===== config.mk =====
export PLATFORM = sky130hd
export DESIGN_NAME = fetch_decode_queue
export DESIGN_NICKNAME = d
export VERILOG_FILES = /design/src/rtl/riscv_dec_pkg.sv /design/src/rtl/inst_field_decode.sv /design/src/rtl/fetch_decode_queue.sv
export SDC_FILE = /design/constraint.sdc
export NUM_CORES = 1
export LEC_CHECK = 0
export CELL_PAD_IN_SITES_DETAIL_PLACEMENT = 1
export CELL_PAD_IN_SITES_GLOBAL_PLACEMENT = 1
export CORE_ASPECT_RATIO = 0.8
export CORE_UTILIZATION = 35
export CTS_BUF_LIST = sky130_fd_sc_hd__clkbuf_16
export DETAILED_ROUTE_END_ITERATION = 12
export PLACE_DENSITY_LB_ADDON = 0.05
export REMOVE_ABC_BUFFERS = 1
export SYNTH_ARGS = -nofsm -noshare
export SYNTH_HDL_FRONTEND = slang
export SYNTH_SLANG_ARGS = --single-unit

===== constraint.sdc =====
create_clock -name clk -period 4.12 [get_ports clk]
set_input_delay 0.824 -clock clk [delete_from_list [all_inputs] [get_ports clk]]
set_output_delay 0.824 -clock clk [all_outputs]
set_load 0.05 [all_outputs]

===== src/rtl/riscv_dec_pkg.sv =====
// Shared RISC-V decode definitions: base opcodes and the decoded entry
// carried through the fetch-to-decode buffer.
package riscv_dec_pkg;

  localparam logic [6:0] OP_R      = 7'b0110011;
  localparam logic [6:0] OP_IMM    = 7'b0010011;
  localparam logic [6:0] OP_LOAD   = 7'b0000011;
  localparam logic [6:0] OP_STORE  = 7'b0100011;
  localparam logic [6:0] OP_BRANCH = 7'b1100011;
  localparam logic [6:0] OP_JAL    = 7'b1101111;
  localparam logic [6:0] OP_JALR   = 7'b1100111;
  localparam logic [6:0] OP_LUI    = 7'b0110111;
  localparam logic [6:0] OP_AUIPC  = 7'b0010111;
  localparam logic [6:0] OP_FENCE  = 7'b0001111;
  localparam logic [6:0] OP_SYSTEM = 7'b1110011;

  // Register fields are kept at full RV32I width; RV32E users truncate on read.
  typedef struct packed {
    logic [31:0] pc;
    logic [31:0] inst;
    logic [4:0]  raddr1;
    logic [4:0]  raddr2;
    logic [4:0]  waddr;
    logic        use_rs1;
    logic        use_rs2;
    logic        rd_we;
    logic        illegal;
  } dec_entry_t;

endpackage


===== src/rtl/inst_field_decode.sv =====
// Combinational register-field decode: addresses, operand-usage flags and
// illegal-instruction detection (including the RV32E register limit).
module inst_field_decode
  import riscv_dec_pkg::*;
#(
  parameter int unsigned RV32E  = 0,
  parameter int unsigned REG_AW = 5
) (
  input  logic [31:0]       inst,
  output logic [REG_AW-1:0] raddr1,
  output logic [REG_AW-1:0] raddr2,
  output logic [REG_AW-1:0] waddr,
  output logic              use_rs1,
  output logic              use_rs2,
  output logic              rd_we,
  output logic              illegal
);

  logic cls_rs1, cls_rs2, cls_rd, known, e_bad;
  logic unused_bits;

  assign unused_bits = ^{inst[31:25], inst[14:12]};

  assign raddr1 = inst[15 +: REG_AW];
  assign raddr2 = inst[20 +: REG_AW];
  assign waddr  = inst[7 +: REG_AW];

  always_comb begin
    cls_rs1 = 1'b0;
    cls_rs2 = 1'b0;
    cls_rd  = 1'b0;
    known   = (inst[1:0] == 2'b11);
    unique case (inst[6:0])
      OP_R:                      begin cls_rs1 = 1'b1; cls_rs2 = 1'b1; cls_rd = 1'b1; end
      OP_IMM, OP_LOAD, OP_JALR:  begin cls_rs1 = 1'b1; cls_rd = 1'b1; end
      OP_STORE, OP_BRANCH:       begin cls_rs1 = 1'b1; cls_rs2 = 1'b1; end
      OP_LUI, OP_AUIPC, OP_JAL:  cls_rd = 1'b1;
      OP_FENCE, OP_SYSTEM:       ;
      default:                   known = 1'b0;
    endcase
  end

  // Only fields the opcode actually reads or writes can trip the RV32E limit.
  assign e_bad   = (RV32E != 0) &&
                   ((cls_rs1 && inst[19]) || (cls_rs2 && inst[24]) || (cls_rd && inst[11]));
  assign illegal = !known || e_bad;

  assign use_rs1 = !illegal && cls_rs1 && (inst[19:15] != '0);
  assign use_rs2 = !illegal && cls_rs2 && (inst[24:20] != '0);
  assign rd_we   = !illegal && cls_rd  && (inst[11:7]  != '0);

endmodule


===== src/rtl/fetch_decode_queue.sv =====
// Fetch-to-decode buffer: decodes register fields at enqueue and holds the
// decoded entries in a DEPTH-entry circular FIFO with flush.
module fetch_decode_queue
  import riscv_dec_pkg::*;
#(
  parameter  int unsigned XLEN   = 32,
  parameter  int unsigned DEPTH  = 2,
  parameter  int unsigned RV32E  = 0,
  localparam int unsigned REG_AW = (RV32E != 0) ? 4 : 5
) (
  input  logic              clk,
  input  logic              rst_n,
  input  logic              in_valid,
  output logic              in_ready,
  input  logic [XLEN-1:0]   in_inst,
  input  logic [XLEN-1:0]   in_pc,
  input  logic              flush,
  output logic              out_valid,
  input  logic              out_ready,
  output logic [XLEN-1:0]   out_pc,
  output logic [XLEN-1:0]   out_inst,
  output logic [REG_AW-1:0] raddr1,
  output logic [REG_AW-1:0] raddr2,
  output logic [REG_AW-1:0] waddr,
  output logic              use_rs1,
  output logic              use_rs2,
  output logic              rd_we,
  output logic              illegal
);

  localparam int unsigned PW = $clog2(DEPTH);
  localparam int unsigned CW = $clog2(DEPTH + 1);

  dec_entry_t        mem [DEPTH];
  dec_entry_t        new_entry, head;
  logic [PW-1:0]     wr_ptr, rd_ptr;
  logic [CW-1:0]     count;
  logic              push, pop;
  logic [REG_AW-1:0] d_raddr1, d_raddr2, d_waddr;
  logic              d_use_rs1, d_use_rs2, d_rd_we, d_illegal;
  logic              unused_hi;

  function automatic logic [PW-1:0] ptr_inc(input logic [PW-1:0] p);
    return (p == PW'(DEPTH - 1)) ? '0 : p + PW'(1);
  endfunction

  inst_field_decode #(
    .RV32E  (RV32E),
    .REG_AW (REG_AW)
  ) u_dec (
    .inst    (in_inst),
    .raddr1  (d_raddr1),
    .raddr2  (d_raddr2),
    .waddr   (d_waddr),
    .use_rs1 (d_use_rs1),
    .use_rs2 (d_use_rs2),
    .rd_we   (d_rd_we),
    .illegal (d_illegal)
  );

  always_comb begin
    new_entry         = '0;
    new_entry.pc      = in_pc;
    new_entry.inst    = in_inst;
    new_entry.raddr1  = 5'(d_raddr1);
    new_entry.raddr2  = 5'(d_raddr2);
    new_entry.waddr   = 5'(d_waddr);
    new_entry.use_rs1 = d_use_rs1;
    new_entry.use_rs2 = d_use_rs2;
    new_entry.rd_we   = d_rd_we;
    new_entry.illegal = d_illegal;
  end

  // in_ready depends only on count, so a pop never frees a slot in the same cycle.
  assign in_ready  = (count < CW'(DEPTH));
  assign out_valid = (count != '0);
  assign push      = in_valid && in_ready && !flush;
  assign pop       = out_valid && out_ready && !flush;

  always_ff @(posedge clk or negedge rst_n) begin
    if (!rst_n) begin
      wr_ptr <= '0;
      rd_ptr <= '0;
      count  <= '0;
      for (int unsigned i = 0; i < DEPTH; i++) mem[i] <= '0;
    end else if (flush) begin
      wr_ptr <= '0;
      rd_ptr <= '0;
      count  <= '0;
    end else begin
      if (push) begin
        mem[wr_ptr] <= new_entry;
        wr_ptr      <= ptr_inc(wr_ptr);
      end
      if (pop) rd_ptr <= ptr_inc(rd_ptr);
      unique case ({push, pop})
        2'b10:   count <= count + CW'(1);
        2'b01:   count <= count - CW'(1);
        default: ;
      endcase
    end
  end

  assign head      = mem[rd_ptr];
  assign unused_hi = ^{head.raddr1[4], head.raddr2[4], head.waddr[4]};

  assign out_pc   = head.pc;
  assign out_inst = head.inst;
  assign raddr1   = head.raddr1[REG_AW-1:0];
  assign raddr2   = head.raddr2[REG_AW-1:0];
  assign waddr    = head.waddr[REG_AW-1:0];
  assign use_rs1  = head.use_rs1;
  assign use_rs2  = head.use_rs2;
  assign rd_we    = head.rd_we;
  assign illegal  = head.illegal;

endmodule


==> results by group, run 1 <==
Outcome
  • Status: finished, final reports clean

GRT
  • Initial antenna violation count: 0
  • GRT Overall Usage: 20.7%
  • Overflow after GRT: 0
  • Vias in the first global route: 5853
  • First-pass GRT wire length: 29900 µm
  • Largest net degree at the start of global routing: 99

Clocking
  • H-tree depth: 4
  • CTS Buf Count: 17
  • Clock Sink Count: 140
  • Resize count post-CTS: 0
  • CTS tree: done
  • Clk pin slew, worst setup/hold paths: 60 ps
  • Skew-Pair Late Insertion Delay: 420 ps
  • Hold buffers post-CTS: 0
  • Clock Path Buffers: 2
  • Buffer count from post-CTS setup fixing: 0
  • Root Buffer: clkbuf_16

Cells and area
  • N_diodes: 0
  • Fillers: 2014
  • Share of cells above drive strength 1: 13.2%
  • Area grow syn2layout: 32.6%
  • Most frequent cells in the layout: nand2_1, clkdlybuf4s50_1, dfrtp_1, mux2_2, clkbuf_16
  • Layout Cells excl Fill: 1069
  • Commonest non-fill, non-tap cell in the layout: nand2_1
  • Final core utilization: 48.3%
  • Nets: 900

Synth
  • Total number of yosys warnings: 0
  • Mux cell area share after synthesis: 11.9%
  • Cell Area, Synth: 0.00643 mm²
  • Synth Area in Simple Gates: 24.8%
  • Sequential fraction of the synthesis area: 54.5%
  • #FFs+latches synth: 140
  • Largest family of logic cells by synthesized area: simple AND/OR/NAND/NOR gates
  • Syn Inst Count: 706
  • Synth Area in XOR/XNOR: 0.272%
  • Post-synth cell types: 30
  • Area share of fa/ha/maj cells after synthesis: 0%
  • Syn avg cell area: 9.11 µm²
  • Synth Area in Compound Gates: 2.47%

Hold path
  • HP Class: flip-flop to flip-flop

Power and ir drop
  • PwrDens: 612 mW/mm²
  • LEAKAGE: 4.14 nW
  • Max IR drop VDD: 0.288 mV

Detailed routing
  • DR iter-0 viols: 176
  • Number of remaining DRC errors: 0
  • Final Routed Wirelength: 18100 µm
  • DR vias/cell: 4.82
  • ANT nets after route: 0
  • Vias: 5153
  • Pre-antenna DRT Iters: 4
  • Routed length per placed instance: 16.9 µm

STA
  • Final TNS setup: 0 ps
  • Tmin final: 3290 ps
  • Tightest Pin Transition: 1070 ps
  • Final hold violations: 0
  • Fmax: 304 MHz
  • Final setup vio count: 0
  • Skew final: 11.0 ps
  • Max-slew violations: 0
  • Rel. slew slack: 28.9%
  • Post-route clock period utilization: 79.9%
  • RSZ-0062 raised after global routing: no

Worst setup path
  • CP Data Arrival Time: 2470 ps
  • R2r setup slk: 2110 ps
  • Worst Setup End Kind: output pin
  • Worst setup SP type: flip-flop
  • CP required: 3300 ps
  • Path type of the worst setup path: flip-flop to output pin
  • CP max FO: 23

Placement
  • Cells after DPL: 1037
  • Post-DP HPWL: 11800 µm
  • Routability cong.: 0.777
  • I/O Buffers: 153

Die
  • Num rows: 43
  • Die Y: 123 µm
  • Die Footprint: 0.0189 mm²
  • Die W: 154 µm
  • Total core area: 0.0176 mm²
  • Top Ports: 154
  • Effective utilization at floorplan: 36.4%

Flow run
  • Max Cap Viol: 0
-- worst max-delay path, cell delays in order (launching register included) --
cell	delay, ps
dfrtp_4	570
buf_4	360
mux2_2	390
clkdlybuf4s50_1	710
-- Yosys cell counts (all sizes together) --
library cell | count | area (µm²)
or3 | 1 | 6.26
nor2b | 1 | 6.26
or4 | 3 | 22.5
a31oi | 2 | 12.5
nor3 | 1 | 5.00
nand2b | 1 | 13.8
a41oi | 1 | 8.76
a211oi | 1 | 7.51
nand4 | 1 | 6.26
or3b | 1 | 8.76
or2 | 1 | 6.26
a21oi | 5 | 25.0
dfrtp | 140 | 3500
buf | 49 | 354
nor3b | 2 | 15.0
inv | 3 | 11.3
a211o | 1 | 8.76
o21ai | 14 | 81.3
clkbuf | 7 | 26.3
nand3b | 1 | 7.51
o211ai | 2 | 15.0
nor2 | 11 | 41.3
xor2 | 2 | 17.5
mux2 | 68 | 766
nand2 | 387 | 1450
-- path summary, 6_finish.rpt --
path | from | endpoint | cells past startpoint
max | rd_ptr$_DFFE_PN0P_ | out_inst[20] | 3
min | mem[63]$_DFFE_PN0P_ | mem[63]$_DFFE_PN0P_ | 2
max reg2reg | count[1]$_DFFE_PN0P_ | mem[84]$_DFFE_PN0P_ | 5
min reg2reg | mem[63]$_DFFE_PN0P_ | mem[63]$_DFFE_PN0P_ | 2
max in group asynchronous | rst_n | mem[62]$_DFFE_PN0P_ | 2
min in group asynchronous | rst_n | mem[128]$_DFFE_PN0P_ | 1
-- metrics by stage --
step	hold WS [ps]	power (W)	worst slack [ps]	instance area, µm²
2_1_floorplan	440	0.00313	-694	6050
3_3_place_gp	451	0.00371	1240	7960
3_5_place_dp	457	0.00377	1220	7960
4_1_cts	472	0.00528	804	8530
5_1_grt	484	0.00549	722	8530
6_report	467	0.00522	828	8530
-- flip-flops by register name, indices dropped and copies added, names as in the netlist --
register / cells
rd_ptr: 1
wr_ptr: 1
count: 2
mem: 136
-- logic make-up (layout without fill, tap and decap cells) --
| group | Yosys count | in the layout |
|---|---|---|
| buf+inv | 59 | 197 |
| compound gates | 26 | 26 |
| flops | 140 | 140 |
| xor+xnor | 2 | 2 |
| mux | 68 | 68 |
| simple gates | 411 | 411 |
-- power breakdown --
part           internal [W]  switching [W]  total [W]  leakage (nW)
clock              0.000928       0.000548    0.00148         0.289
combinational      0.000666        0.00118    0.00184          2.10
sequential          0.00171       0.000189    0.00190          1.75
-- layer usage --
metal  GRT usage [%]  wire length, µm  vias up
li1                -                -     2450
met1            25.0             8240     2569
met2            36.6             8850      123
met3            5.89              854       11
met4            5.25              161        0
met5               0                0        -
-- area by class of cell --
class                      count  area, µm²  share of cell area, %
multi-input combinational    507       2550                   29.9
timing repair buffer         162       1610                   18.9
inverter                       3       11.3                  0.132
sequential                   140       3510                   41.1
tap                          225        282                   3.30
clock inverter                15        141                   1.66
clock buffer                  17        425                   4.99
(Power assumes the default switching activity.)
==> run 2: changes to the inputs <==
Settings changed: CORE_UTILIZATION 35 to 34.
Clock period 4.12 ns to 2.7 ns, I/O delays scaled along.
==> results by group, run 2 (synthesis results as in run 1) <==
Clocking
  • H-tree depth: 4 (unchanged)
  • Buffer count from post-CTS setup fixing: 0 (unchanged)
  • Clock Path Buffers: 2 (unchanged)
  • Root Buffer: clkbuf_16
  • Clock Sink Count: 140 (unchanged)
  • Clk pin slew, worst setup/hold paths: 60 ps (about the same)
  • Resize count post-CTS: 0 (unchanged)
  • CTS Buf Count: 17 (unchanged)
  • Hold buffers post-CTS: 0 (unchanged)
  • CTS tree: done
  • Skew-Pair Late Insertion Delay: 420 ps (about the same)

GRT
  • Initial antenna violation count: 0 (unchanged)
  • GRT Overall Usage: 19.9% (-0.77 points)
  • Vias in the first global route: 5705 (-2.5%)
  • First-pass GRT wire length: 29600 µm (-0.97%)
  • Overflow after GRT: 0 (unchanged)
  • Largest net degree at the start of global routing: 72 (-27%)

Worst setup path
  • R2r setup slk: 820 ps (-1290 ps)
  • Worst setup SP type: flip-flop
  • Worst Setup End Kind: output pin
  • CP Data Arrival Time: 2030 ps (-440 ps)
  • CP required: 2160 ps (-1140 ps)
  • CP max FO: 22 (-4.3%)
  • Path type of the worst setup path: flip-flop to output pin
  • Worst reg2reg path startpoint: count[1]$_DFFE_PN0P_
  • Crit. Startpoint: rd_ptr$_DFFE_PN0P_

STA
  • Tmin final: 2570 ps
  • Post-route clock period utilization: 95.3%
  • Final WS setup: 127 ps (-701 ps)
  • Final hold violations: 0 (unchanged)
  • Skew final: 13.7 ps (+2.79 ps)
  • RSZ-0062 raised after global routing: no
  • Rel. slew slack: 29.4% (+0.52 points)
  • Max-slew violations: 0 (unchanged)
  • Tightest Pin Transition: 1060 ps (-7.83 ps)
  • Final setup vio count: 0 (unchanged)
  • Fmax: 389 MHz

Power and ir drop
  • Max IR drop VDD: 0.427 mV (+48%)
  • PwrDens: 938 mW/mm² (+53%)
  • LEAKAGE: 4.28 nW (+3.5%)

Detailed routing
  • Pre-antenna DRT Iters: 4 (unchanged)
  • Highest routed layer: met4
  • Met3 wire length: 750 µm (-12%)
  • Wl on met1: 8240 µm (about the same)
  • Vias: 5215 (+1.2%)
  • Routed length per placed instance: 16.8 µm (-0.91%)
  • Number of remaining DRC errors: 0 (unchanged)
  • DR iter-0 viols: 166 (-5.7%)
  • ANT nets after route: 0 (unchanged)
  • Final Routed Wirelength: 18500 µm (+2.0%)
  • WL met2: 9240 µm (+4.4%)
  • DR vias/cell: 4.74 (-1.6%)

Cells and area
  • Most frequent cells in the layout: nand2_1, dfrtp_1, buf_4, clkdlybuf4s50_1, mux2_2
  • Largest register FFs: 136 (unchanged)
  • Share of cells above drive strength 1: 23.8% (+11 points)
  • Nets: 904 (+0.44%)
  • Layout Cells excl Fill: 1100 (+2.9%)
  • Biggest register: mem
  • Largest regs: mem x136, count x2
  • Area grow syn2layout: 31.7%
  • Commonest non-fill, non-tap cell in the layout: nand2_1
  • N_diodes: 0 (unchanged)

Die
  • Die Footprint: 0.0195 mm² (+2.9%)
  • Top Ports: 154 (unchanged)
  • Effective utilization at floorplan: 35.1% (-1.4 points)
  • Num rows: 44 (+2.3%)
  • Die Y: 125 µm (+1.4%)
  • Die W: 156 µm (+1.4%)
  • Total core area: 0.0183 mm² (+3.9%)

Placement
  • Post-DP HPWL: 12100 µm (+2.5%)
  • Cells after DPL: 1069 (+3.1%)
  • Routability cong.: 0.744 (-4.2%)
  • Post-Place Setup Slack: 230 ps (-995 ps)
  • I/O Buffers: 153 (unchanged)

Outcome
  • Status: finished, final reports clean

Flow run
  • Max Cap Viol: 0 (unchanged)

Hold path
  • HP Class: input pin to asynchronous set/reset pin
## run 2: cell count changes in the layout (fill, tap and decap cells not counted), sizes merged
| cell | previous run | this run |
|---|---|---|
| clkinvlp | 1 | 3 |
| inv | 7 | 6 |
| buf | 10 | 97 |
| clkinv | 7 | 5 |
| clkdlybuf4s50 | 152 | 69 |
## run 2: layout make-up
cell class                 count  area [µm²]
timing repair buffer         166        1500
clock buffer                  17         425
multi-input combinational    507        2550
fill                        2098        9870
sequential                   140        3510
inverter                       3        11.3
clock inverter                14         159
tap                          253         317
## run 2: final timing paths
kind                            cells past startpoint                   end
worst max-delay path                                3             out_pc[6]
worst min-delay path                                1  mem[121]$_DFFE_PN0P_
min in group clk                                    2  mem[127]$_DFFE_PN0P_
worst min register to register                      2  mem[127]$_DFFE_PN0P_
max in group asynchronous                           2   mem[78]$_DFFE_PN0P_
worst max register to register                      4   mem[23]$_DFFE_PN0P_
## run 2: critical path: stages (launching register included)
cell and delay, ps:
dfrtp_4 660, buf_4 350, mux2_2 390, buf_4 190
## run 2: stage by stage
| stage | setup TNS [ps] | util, % | total power [W] | area [µm²] | hold slack (ps) |
|---|---|---|---|---|---|
| 3_3_place_gp | 0 | 43.0 | 0.00557 | 7880 | 452 |
| 3_5_place_dp | 0 | 43.0 | 0.00568 | 7880 | 458 |
| 4_1_cts | 0 | 46.2 | 0.00806 | 8460 | 78.2 |
| 6_report | 0 | 46.2 | 0.00794 | 8460 | 58.3 |
| 2_1_floorplan | -213070 | - | 0.00477 | 6050 | 244 |
| 5_1_grt | 0 | 46.2 | 0.00834 | 8460 | 95.2 |
## run 2: per-layer routing
metal  vias up  track usage, %
li1       2470               -
met1      2622            24.3
met2       104            34.9
met3        19            4.47
met4         0            6.34
met5         -               0
## run 2: report_power, final
| group | switching [W] | leakage (nW) | internal [W] |
|---|---|---|---|
| registers | 0.000270 | 1.75 | 0.00261 |
| logic | 0.00181 | 2.24 | 0.000926 |
| clock network | 0.000897 | 0.286 | 0.00143 |
